<file path="config.mk">
export PLATFORM = sky130hd
export DESIGN_NAME = spectrum_fetch_scheduler_flat
export DESIGN_NICKNAME = d
export VERILOG_FILES = /design/src/rtl/spectrum_fetch_if.sv /design/src/rtl/spectrum_fetch_scheduler.sv /design/src/flat_wrapper.sv
export SDC_FILE = /design/constraint.sdc
export NUM_CORES = 1
export LEC_CHECK = 0
export BUFFER_PORTS_ARGS = -buffer_cell sky130_fd_sc_hd__buf_2
export CORE_ASPECT_RATIO = 1.1
export CORE_UTILIZATION = 30
export CTS_CLUSTER_DIAMETER = 40
export CTS_CLUSTER_SIZE = 24
export DETAILED_ROUTE_END_ITERATION = 16
export HOLD_SLACK_MARGIN = 0.03
export RECOVER_POWER = 25
export SETUP_SLACK_MARGIN = 0.1
export SYNTH_ARGS = -nofsm -noshare
export SYNTH_HDL_FRONTEND = slang
export SYNTH_SLANG_ARGS = --single-unit
</file>
<file path="constraint.sdc">
create_clock -name vgaclk -period 3 [get_ports vgaclk]
set_clock_uncertainty 0.2 [all_clocks]
set_input_delay 0.6 -clock vgaclk [delete_from_list [all_inputs] [get_ports vgaclk]]
set_output_delay 0.6 -clock vgaclk [all_outputs]
set_load 0.1 [all_outputs]
</file>
<file path="src/rtl/spectrum_fetch_if.sv">
// Writer handshake and single-port bin RAM bus shared by the fetch scheduler.
// The scheduler owns the RAM side (master); the writer/RAM environment is the slave.
interface spectrum_fetch_if #(
  parameter int unsigned ADDR_W = 5,
  parameter int unsigned BIN_W  = 8
);
  logic              wr_req;
  logic [ADDR_W-1:0] wr_addr;
  logic [BIN_W-1:0]  wr_data;
  logic              wr_ack;
  logic              ram_en;
  logic              ram_we;
  logic [ADDR_W-1:0] ram_addr;
  logic [BIN_W-1:0]  ram_wdata;
  logic [BIN_W-1:0]  ram_rdata;

  modport master (
    input  wr_req, wr_addr, wr_data, ram_rdata,
    output wr_ack, ram_en, ram_we, ram_addr, ram_wdata
  );

  modport slave (
    output wr_req, wr_addr, wr_data, ram_rdata,
    input  wr_ack, ram_en, ram_we, ram_addr, ram_wdata
  );
endinterface

</file>
<file path="src/rtl/spectrum_fetch_scheduler.sv">
// Shares the bin RAM between the FFT writer and a once-per-frame snapshot into a
// shadow bank taken at the first cycle of vertical blanking. The renderer reads the
// shadow bank, so bar heights never change mid-frame.
module spectrum_fetch_scheduler #(
  parameter int unsigned NBINS  = 32,
  parameter int unsigned BIN_W  = 8,
  parameter int unsigned ADDR_W = 5
) (
  input  logic              vgaclk,
  input  logic              rst,
  input  logic [9:0]        hc,
  input  logic [9:0]        vc,
  spectrum_fetch_if.master  bus,
  input  logic [ADDR_W-1:0] bin_sel,
  output logic [BIN_W-1:0]  bin_mag,
  output logic              frame_ready,
  output logic [7:0]        frame_cnt
);

  localparam int unsigned IdxW = (NBINS > 1) ? $clog2(NBINS) : 1;
  localparam int unsigned AW1  = ADDR_W + 1;
  localparam logic [IdxW-1:0] LastIdx = IdxW'(NBINS - 1);
  localparam logic [AW1-1:0]  NbinsW  = AW1'(NBINS);

  typedef enum logic [1:0] {StIdle, StFetch, StDrain} state_e;

  state_e            state_q, state_d;
  logic [IdxW-1:0]   k_q, k_d;
  logic              ram_en_q, ram_en_d;
  logic              ram_we_q, ram_we_d;
  logic [ADDR_W-1:0] ram_addr_q, ram_addr_d;
  logic [BIN_W-1:0]  ram_wdata_q, ram_wdata_d;
  logic              wr_ack_q, wr_ack_d;
  logic              frame_ready_q, frame_ready_d;
  logic [7:0]        frame_cnt_q, frame_cnt_d;
  logic              rd_pend_q;
  logic [IdxW-1:0]   rd_idx_q;
  logic [BIN_W-1:0]  shadow_q [NBINS];
  logic              trigger;

  // First pixel of vertical blanking.
  assign trigger = (hc == 10'd0) && (vc == 10'd480);

  // Next-state and registered-output decode; k_q is the index being read this cycle.
  always_comb begin
    state_d       = state_q;
    k_d           = k_q;
    ram_en_d      = 1'b0;
    ram_we_d      = 1'b0;
    ram_addr_d    = ram_addr_q;
    ram_wdata_d   = ram_wdata_q;
    wr_ack_d      = 1'b0;
    frame_ready_d = 1'b0;
    frame_cnt_d   = frame_cnt_q;
    unique case (state_q)
      StIdle: begin
        if (trigger) begin
          state_d    = StFetch;
          k_d        = '0;
          ram_en_d   = 1'b1;
          ram_addr_d = '0;
        end else if (bus.wr_req && !wr_ack_q) begin
          // wr_ack_q masks the request still held during the ack cycle.
          ram_en_d    = 1'b1;
          ram_we_d    = 1'b1;
          ram_addr_d  = bus.wr_addr;
          ram_wdata_d = bus.wr_data;
          wr_ack_d    = 1'b1;
        end
      end
      StFetch: begin
        if (k_q == LastIdx) begin
          state_d = StDrain;
        end else begin
          k_d        = k_q + IdxW'(1);
          ram_en_d   = 1'b1;
          ram_addr_d = ADDR_W'(k_q + IdxW'(1));
        end
      end
      StDrain: begin
        state_d       = StIdle;
        frame_ready_d = 1'b1;
        frame_cnt_d   = frame_cnt_q + 8'd1;
      end
      default: state_d = StIdle;
    endcase
  end

  // Control state and RAM-side output registers.
  always_ff @(posedge vgaclk) begin
    if (!rst) begin
      state_q       <= StIdle;
      k_q           <= '0;
      ram_en_q      <= 1'b0;
      ram_we_q      <= 1'b0;
      ram_addr_q    <= '0;
      ram_wdata_q   <= '0;
      wr_ack_q      <= 1'b0;
      frame_ready_q <= 1'b0;
      frame_cnt_q   <= '0;
    end else begin
      state_q       <= state_d;
      k_q           <= k_d;
      ram_en_q      <= ram_en_d;
      ram_we_q      <= ram_we_d;
      ram_addr_q    <= ram_addr_d;
      ram_wdata_q   <= ram_wdata_d;
      wr_ack_q      <= wr_ack_d;
      frame_ready_q <= frame_ready_d;
      frame_cnt_q   <= frame_cnt_d;
    end
  end

  // Capture read data one cycle after each fetch read into the shadow bank.
  always_ff @(posedge vgaclk) begin
    if (!rst) begin
      rd_pend_q <= 1'b0;
      rd_idx_q  <= '0;
      for (int i = 0; i < int'(NBINS); i++) begin
        shadow_q[i] <= '0;
      end
    end else begin
      rd_pend_q <= (state_q == StFetch);
      rd_idx_q  <= k_q;
      if (rd_pend_q) begin
        shadow_q[rd_idx_q] <= bus.ram_rdata;
      end
    end
  end

  // Renderer lookup; selects past the last bin read as zero.
  always_comb begin
    bin_mag = '0;
    if ({1'b0, bin_sel} < NbinsW) begin
      bin_mag = shadow_q[bin_sel[IdxW-1:0]];
    end
  end

  assign bus.ram_en    = ram_en_q;
  assign bus.ram_we    = ram_we_q;
  assign bus.ram_addr  = ram_addr_q;
  assign bus.ram_wdata = ram_wdata_q;
  assign bus.wr_ack    = wr_ack_q;
  assign frame_ready   = frame_ready_q;
  assign frame_cnt     = frame_cnt_q;

endmodule
</file>
<file path="src/flat_wrapper.sv">
// flat-port wrapper written by rule: the top's interface ports become plain ports
module spectrum_fetch_scheduler_flat 
#(
  parameter int unsigned NBINS  = 32,
  parameter int unsigned BIN_W  = 8,
  parameter int unsigned ADDR_W = 5
)
  (vgaclk, rst, hc, vc, bin_sel, bin_mag, frame_ready, frame_cnt, bus_wr_req, bus_wr_addr, bus_wr_data, bus_ram_rdata, bus_wr_ack, bus_ram_en, bus_ram_we, bus_ram_addr, bus_ram_wdata);
  spectrum_fetch_if #(.ADDR_W(ADDR_W), .BIN_W(BIN_W)) bus_i ();
  input  logic vgaclk;
  input  logic rst;
  input  logic [9:0] hc;
  input  logic [9:0] vc;
  input  logic [ADDR_W-1:0] bin_sel;
  output logic [BIN_W-1:0] bin_mag;
  output logic frame_ready;
  output logic [7:0] frame_cnt;
  input wire logic [$bits(bus_i.wr_req)-1:0] bus_wr_req;
  input wire logic [$bits(bus_i.wr_addr)-1:0] bus_wr_addr;
  input wire logic [$bits(bus_i.wr_data)-1:0] bus_wr_data;
  input wire logic [$bits(bus_i.ram_rdata)-1:0] bus_ram_rdata;
  output wire logic [$bits(bus_i.wr_ack)-1:0] bus_wr_ack;
  output wire logic [$bits(bus_i.ram_en)-1:0] bus_ram_en;
  output wire logic [$bits(bus_i.ram_we)-1:0] bus_ram_we;
  output wire logic [$bits(bus_i.ram_addr)-1:0] bus_ram_addr;
  output wire logic [$bits(bus_i.ram_wdata)-1:0] bus_ram_wdata;
  assign bus_i.wr_req = bus_wr_req;
  assign bus_i.wr_addr = bus_wr_addr;
  assign bus_i.wr_data = bus_wr_data;
  assign bus_i.ram_rdata = bus_ram_rdata;
  assign bus_wr_ack = bus_i.wr_ack;
  assign bus_ram_en = bus_i.ram_en;
  assign bus_ram_we = bus_i.ram_we;
  assign bus_ram_addr = bus_i.ram_addr;
  assign bus_ram_wdata = bus_i.ram_wdata;
  spectrum_fetch_scheduler #(.NBINS(NBINS), .BIN_W(BIN_W), .ADDR_W(ADDR_W)) u_core (.vgaclk(vgaclk), .rst(rst), .hc(hc), .vc(vc), .bus(bus_i), .bin_sel(bin_sel), .bin_mag(bin_mag), .frame_ready(frame_ready), .frame_cnt(frame_cnt));
endmodule
</file>
# --- Word-level counts from Yosys, hierarchy flattened ---
# Memories as Yosys holds them, arrays and structs flattened.
# Index checks and enable logic that the tools add are counted.
classes:
  n_addsub: 2
  eq_ne: 8
  n_mux: 21
  bitwise_logic: 3
  n_reduce_logical: 12
ops:
  columns: ["cell", "count"]
  rows:
  - ["two-way mux 5 bit", 5]
  - ["case mux 5 bit (2 select lines)", 2]
  - ["equality test 10 x 9 -> 1 bit (second input constant)", 1]
  - ["logical NOT 10 bit", 1]
  - ["two-way mux 1 bit", 9]
  - ["AND reduction 3 bit", 3]
  - ["adder 8 x 1 -> 8 bit (second input constant)", 1]
  - ["two-way mux 8 bit", 1]
  - ["OR reduction 8 bit", 1]
  - ["adder 5 x 1 -> 5 bit (second input constant)", 1]
  - ["equality test 5 bit (second input constant)", 1]
  - ["two-way mux 2 bit", 2]
  - ["!= test 2 x 1 -> 1 bit (second input constant)", 2]
  - ["case mux 2 bit (2 select lines)", 1]
  - ["!= test 3 x 1 -> 1 bit (second input constant)", 1]
  - ["NOT 1 bit", 3]
  - ["OR reduction 3 bit", 1]
  - ["equality test 2 x 1 -> 1 bit (second input constant)", 1]
  - ["equality test 2 bit (second input constant)", 1]
  - ["logical AND 1 bit", 2]
  - ["logical NOT 2 bit", 1]
  - ["!= test 2 bit (second input constant)", 1]
  - ["case mux 1 bit (2 select lines)", 1]
  - ["AND reduction 2 bit", 1]
  - ["2 further kinds", 2]
totals:
  ff_bits: 37
  ramBits: 256
  in_bits: 49
  output_inout_bits: 33
  memories: 1
mem_list:
  columns: ["memory", "words", "word_bits", "rd", "rd_ports_with_merged_regs", "wr", "line", "source"]
  rows:
  - ["u_core.shadow_q", 32, 8, 1, 0, 32, "spectrum_fetch_scheduler.sv:38", "logic [BIN_W-1:0] shadow_q [NBINS];"]

# --- Longest topological paths before layout ---
depth:
  ltp_word: 5
  ltp_mapped: 7
  mapped_depth_nobuf: 7

# --- Worst setup path before layout ---
# OpenSTA, ideal clock, no wires.
synth_path:
  kind: "input port to output port"
  start: "input bin_sel[1]"
  end: "output bin_mag[3]"
  t_arrival_ns: 2.505
  required_time_ns: 2.200
  setup_slack_ns: -0.305
  cell_stages: 7
  n_path_buf: 3
  cell_sequence: "buf_4 -> buf_2 -> clkbuf_1 -> mux4_2 -> mux2i_1 -> a22oi_1 -> o21a_1"
synth_between:
  elab_chain_len: 1
synth_lines:
  columns: ["item", "line", "source"]
  rows:
  - ["start: declaration", "flat_wrapper.sv:14", "input logic [ADDR_W-1:0] bin_sel;"]
  - ["memory read (32 x 8 bit)", null, null]
  - ["end: declaration", "flat_wrapper.sv:15", "output logic [BIN_W-1:0] bin_mag;"]
# Every way passes these cells.

# --- Final worst setup path ---
layout_path:
  start: "memory u_core.shadow_q[14][0]"
  end: "output bin_mag[0]"
layout_between:
  elab_chain_len: 1
layout_lines:
  columns: ["item", "line"]
  rows:
  - ["start: declaration", "spectrum_fetch_scheduler.sv:38"]
  - ["memory read (32 x 8 bit)", null]
# Every way passes these cells.

==> flow_summary.yaml <==
run_status:
  outcome: "finished with violations"
  violations_in_the_final_reports: "setup timing"
timing:
  grt_setup_unrepaired: "true"
  finalSetupViolations: 8
  slew_limit_headroom_pct: 23.8
  achievable-frequency_mhz: 313
  fin_crit_sh_pct: 106
  final_hold_viol_count: 0
  fin_ws_ns: -0.193
  period_minus_slack_ns: 3.19
  final_max_slew_viol_count: 0
  worst_pin_slew_ns: 1.14
clock_network:
  worstSkewPairLatency_ns: 0.54
  cts.root.buffer_cell: "clkbuf_16"
  tritoncts_clock_tree: "yes"
  path_clk_slew_ns: 0.06
  h-tree-depth: 2
  cts-buffers-inserted: 43
  cts.sinks: 293
  cts_buffer_depth: 3
  postCtsHoldBufs: 0
synthesis:
  cell_accounting_for_the_most_synthesized_area: "edfxtp_1"
  synth_cell_types: 43
  syn_area_per_cell_um2: 14.7
  synth_top_area_share_pct: 57.3
  synth_enable_flop_cells: 256
  syn-instance-count: 910
  post_synth_main_area_contributors: "edfxtp_1 57%, and2_1 12%, mux4_2 9.4%, dfxtp_1 5.5%, mux4_1 3.1%"
  synth-async-reset-ratio_pct: 0
  synth_warnings: 0
  synth_seq_cells: 293
  synthesis.nets: 962
  synth_sequential_area_ratio_pct: 62.8
  mappedNetlistArea_um2: 13400
  ys.flop_type: "edfxtp_1"
route:
  first_pass_iters: 5
  via_count: 7923
  drt_first_iter_violations: 434
  detail-route-antenna-nets: 0
  number_of_drc_violations_after_detailed_routing: 0
  wl_um: 32700
  vias_per_cell: 4.78
  post_drt_wl_per_cell_um: 19.8
worst_hold_path:
  worst_hold_path_type: "input pin to flip-flop"
  hp-start: "bus_wr_data[7]"
power_and_ir_drop:
  total_leakage_power_uw: 0.00614
  worst_ir_drop_vdd_mv: 0.407
  power_density_nw_per_um2: 644
setup_path:
  crit_path_start: "u_core.shadow_q[14][0]"
  crit_path_max_fanout: 1
  worstPathArrival_ns: 2.39
  timing.rr.start: "u_core.rd_pend_q"
  cp-end-kind: "output port"
  worst_setup_path_start_kind: "flip-flop"
  cp_data_required_time_ns: 2.20
  critPathKind: "flip-flop to output port"
die:
  boundary_pins: 82
  placementRows: 80
  floorplan.die_area_um2: 45600
  die_w_um: 204
  start_util_pct: 30.7
  design.core.area_um2: 43700
  die_h_um: 224
grt:
  maximum_number_of_pins_on_one_net_before_global_route_repair: 55
  initial_antenna_violation_count: 0
  first_global_vias: 8175
  grt_pass1_wl_um: 50000
  gr-usage-all-layers_pct: 14.7
  global_route.overflow_total: 0
placed_design:
  dp_cells: 1568
  dpl_worst_slack_ns: -0.393
  routabilityCongestion: 0.784
  port-buffer-count: 81
  hpwlAfterDp_um: 21800
final_layout:
  area_growth_pct: 23.5
  finalNetCount: 1099
  finish.cell_count_without_fillers: 1656
  post_route_cells_drive_above_1_share_pct: 27.4
  antennaDiodeCount: 0
  fillers: 4089
job:
  max_cap_viol_count: 0
metal layers:
layer	share of wire (%)	GRT usage, %
met1	41	18.4
met2	50	24.9
met3	5.8	2.85
met4	3.0	5.36
met5	0	0
layout by cell type, fill, tap and decap left out, types with 22 or more instances in the layout:
cell type / Yosys / final
dfxtp_1: 37 / 37
buf_2: 1 / 71
nor2_1: 38 / 38
buf_4: 7 / 39
o21ai_0: 32 / 32
mux4_2: 56 / 71
edfxtp_1: 256 / 256
and2_1: 267 / 249
clkbuf_16: 0 / 44
mux2i_1: 25 / 22
critical path, cell delays in order (launching register included):
cell and delay [ns]:
edfxtp_1 0.42, mux4_2 0.49, mux4_2 0.54, o21a_4 0.23
buf_12 0.16
registers in the layout, summed over array words and instances, names as in the netlist, 2 cells and up:
name                  cells
u_core.state_q            2
u_core.bus.ram_wdata      8
u_core.k_q                5
u_core.bus.ram_addr       5
u_core.frame_cnt          8
u_core.rd_idx_q           5
u_core.shadow_q         256
through the flow:
stage / power, uW / TNS [ns] / hold slack [ns] / area [um^2] / utilization, %
after floorplan: 5310 / 0 / 0.235 / 13500 / -
after global placement: 5610 / -2.69 / 0.266 / 14900 / 34.0
after detailed placement: 5620 / -2.74 / 0.274 / 14900 / 34.0
after CTS: 10800 / -1.35 / 0.0881 / 16600 / 37.9
after global routing: 11000 / -1.52 / 0.113 / 16600 / 37.9
final: 10700 / -1.21 / 0.114 / 16600 / 37.9
what timing repair did:
action / 4_1_cts / 5_1_grt
buffers inserted: 4 / 0
setup endpoints to repair: 8 / 8
cloned: 3 / 1
gates resized for setup: 44 / 3
worst paths after layout:
kind | end | slack [ns] | cells past startpoint
setup / recovery | bin_mag[0] | -0.19 | 4
hold / removal | u_core.bus.ram_wdata[7] | 0.11 | 3
setup reg to reg | u_core.shadow_q[30][0] | 0.58 | 6
hold reg to reg | u_core.rd_idx_q[4] | 0.28 | 2
report_power, final:
group / switching [uW] / internal, uW / total (uW)
combinational: 586 / 392 / 978
clock: 2010 / 3040 / 5050
sequential: 61.8 / 4580 / 4640
synth_stat cells, types with 2 or more instances:
master,n
a21oi_1,3
a22oi_1,10
a2bb2oi_1,3
a31oi_1,5
and2_1,267
and3_1,5
buf_1,3
buf_4,7
buf_6,3
clkbuf_1,47
dfxtp_1,37
edfxtp_1,256
ha_1,3
inv_1,7
mux2i_1,25
mux4_1,16
mux4_2,56
nand2_1,19
nand2b_1,2
nand3_1,8
nand3b_1,3
nor2_1,38
nor2b_1,12
nor4_1,4
o21a_1,8
o21ai_0,32
o31ai_1,6
or2_2,2
or3_1,2
xnor2_1,6
xor2_1,3
area by class of cell:
cell class	count	area, um^2	share of cell area, %
well taps	574	718	4.34
flip-flops and latches	293	8430	50.9
inverters	7	26.3	0.159
clock inverters	29	332	2.00
multi-input cells	548	4680	28.3
repair buffers	154	1250	7.56
clock buffers	51	1130	6.80
logic make-up after synthesis:
family	count (synthesis)	share of synthesized area (%)
xor gates and xnor gates	9	0.588
and+or+nand+nor	369	16.2
buffers and inverters	69	2.43
DFF	293	62.8
adders and majority gates	3	0.280
AOI/OAI and AO/OA	70	3.28
muxes	97	14.4
(Power assumes the default switching activity.)
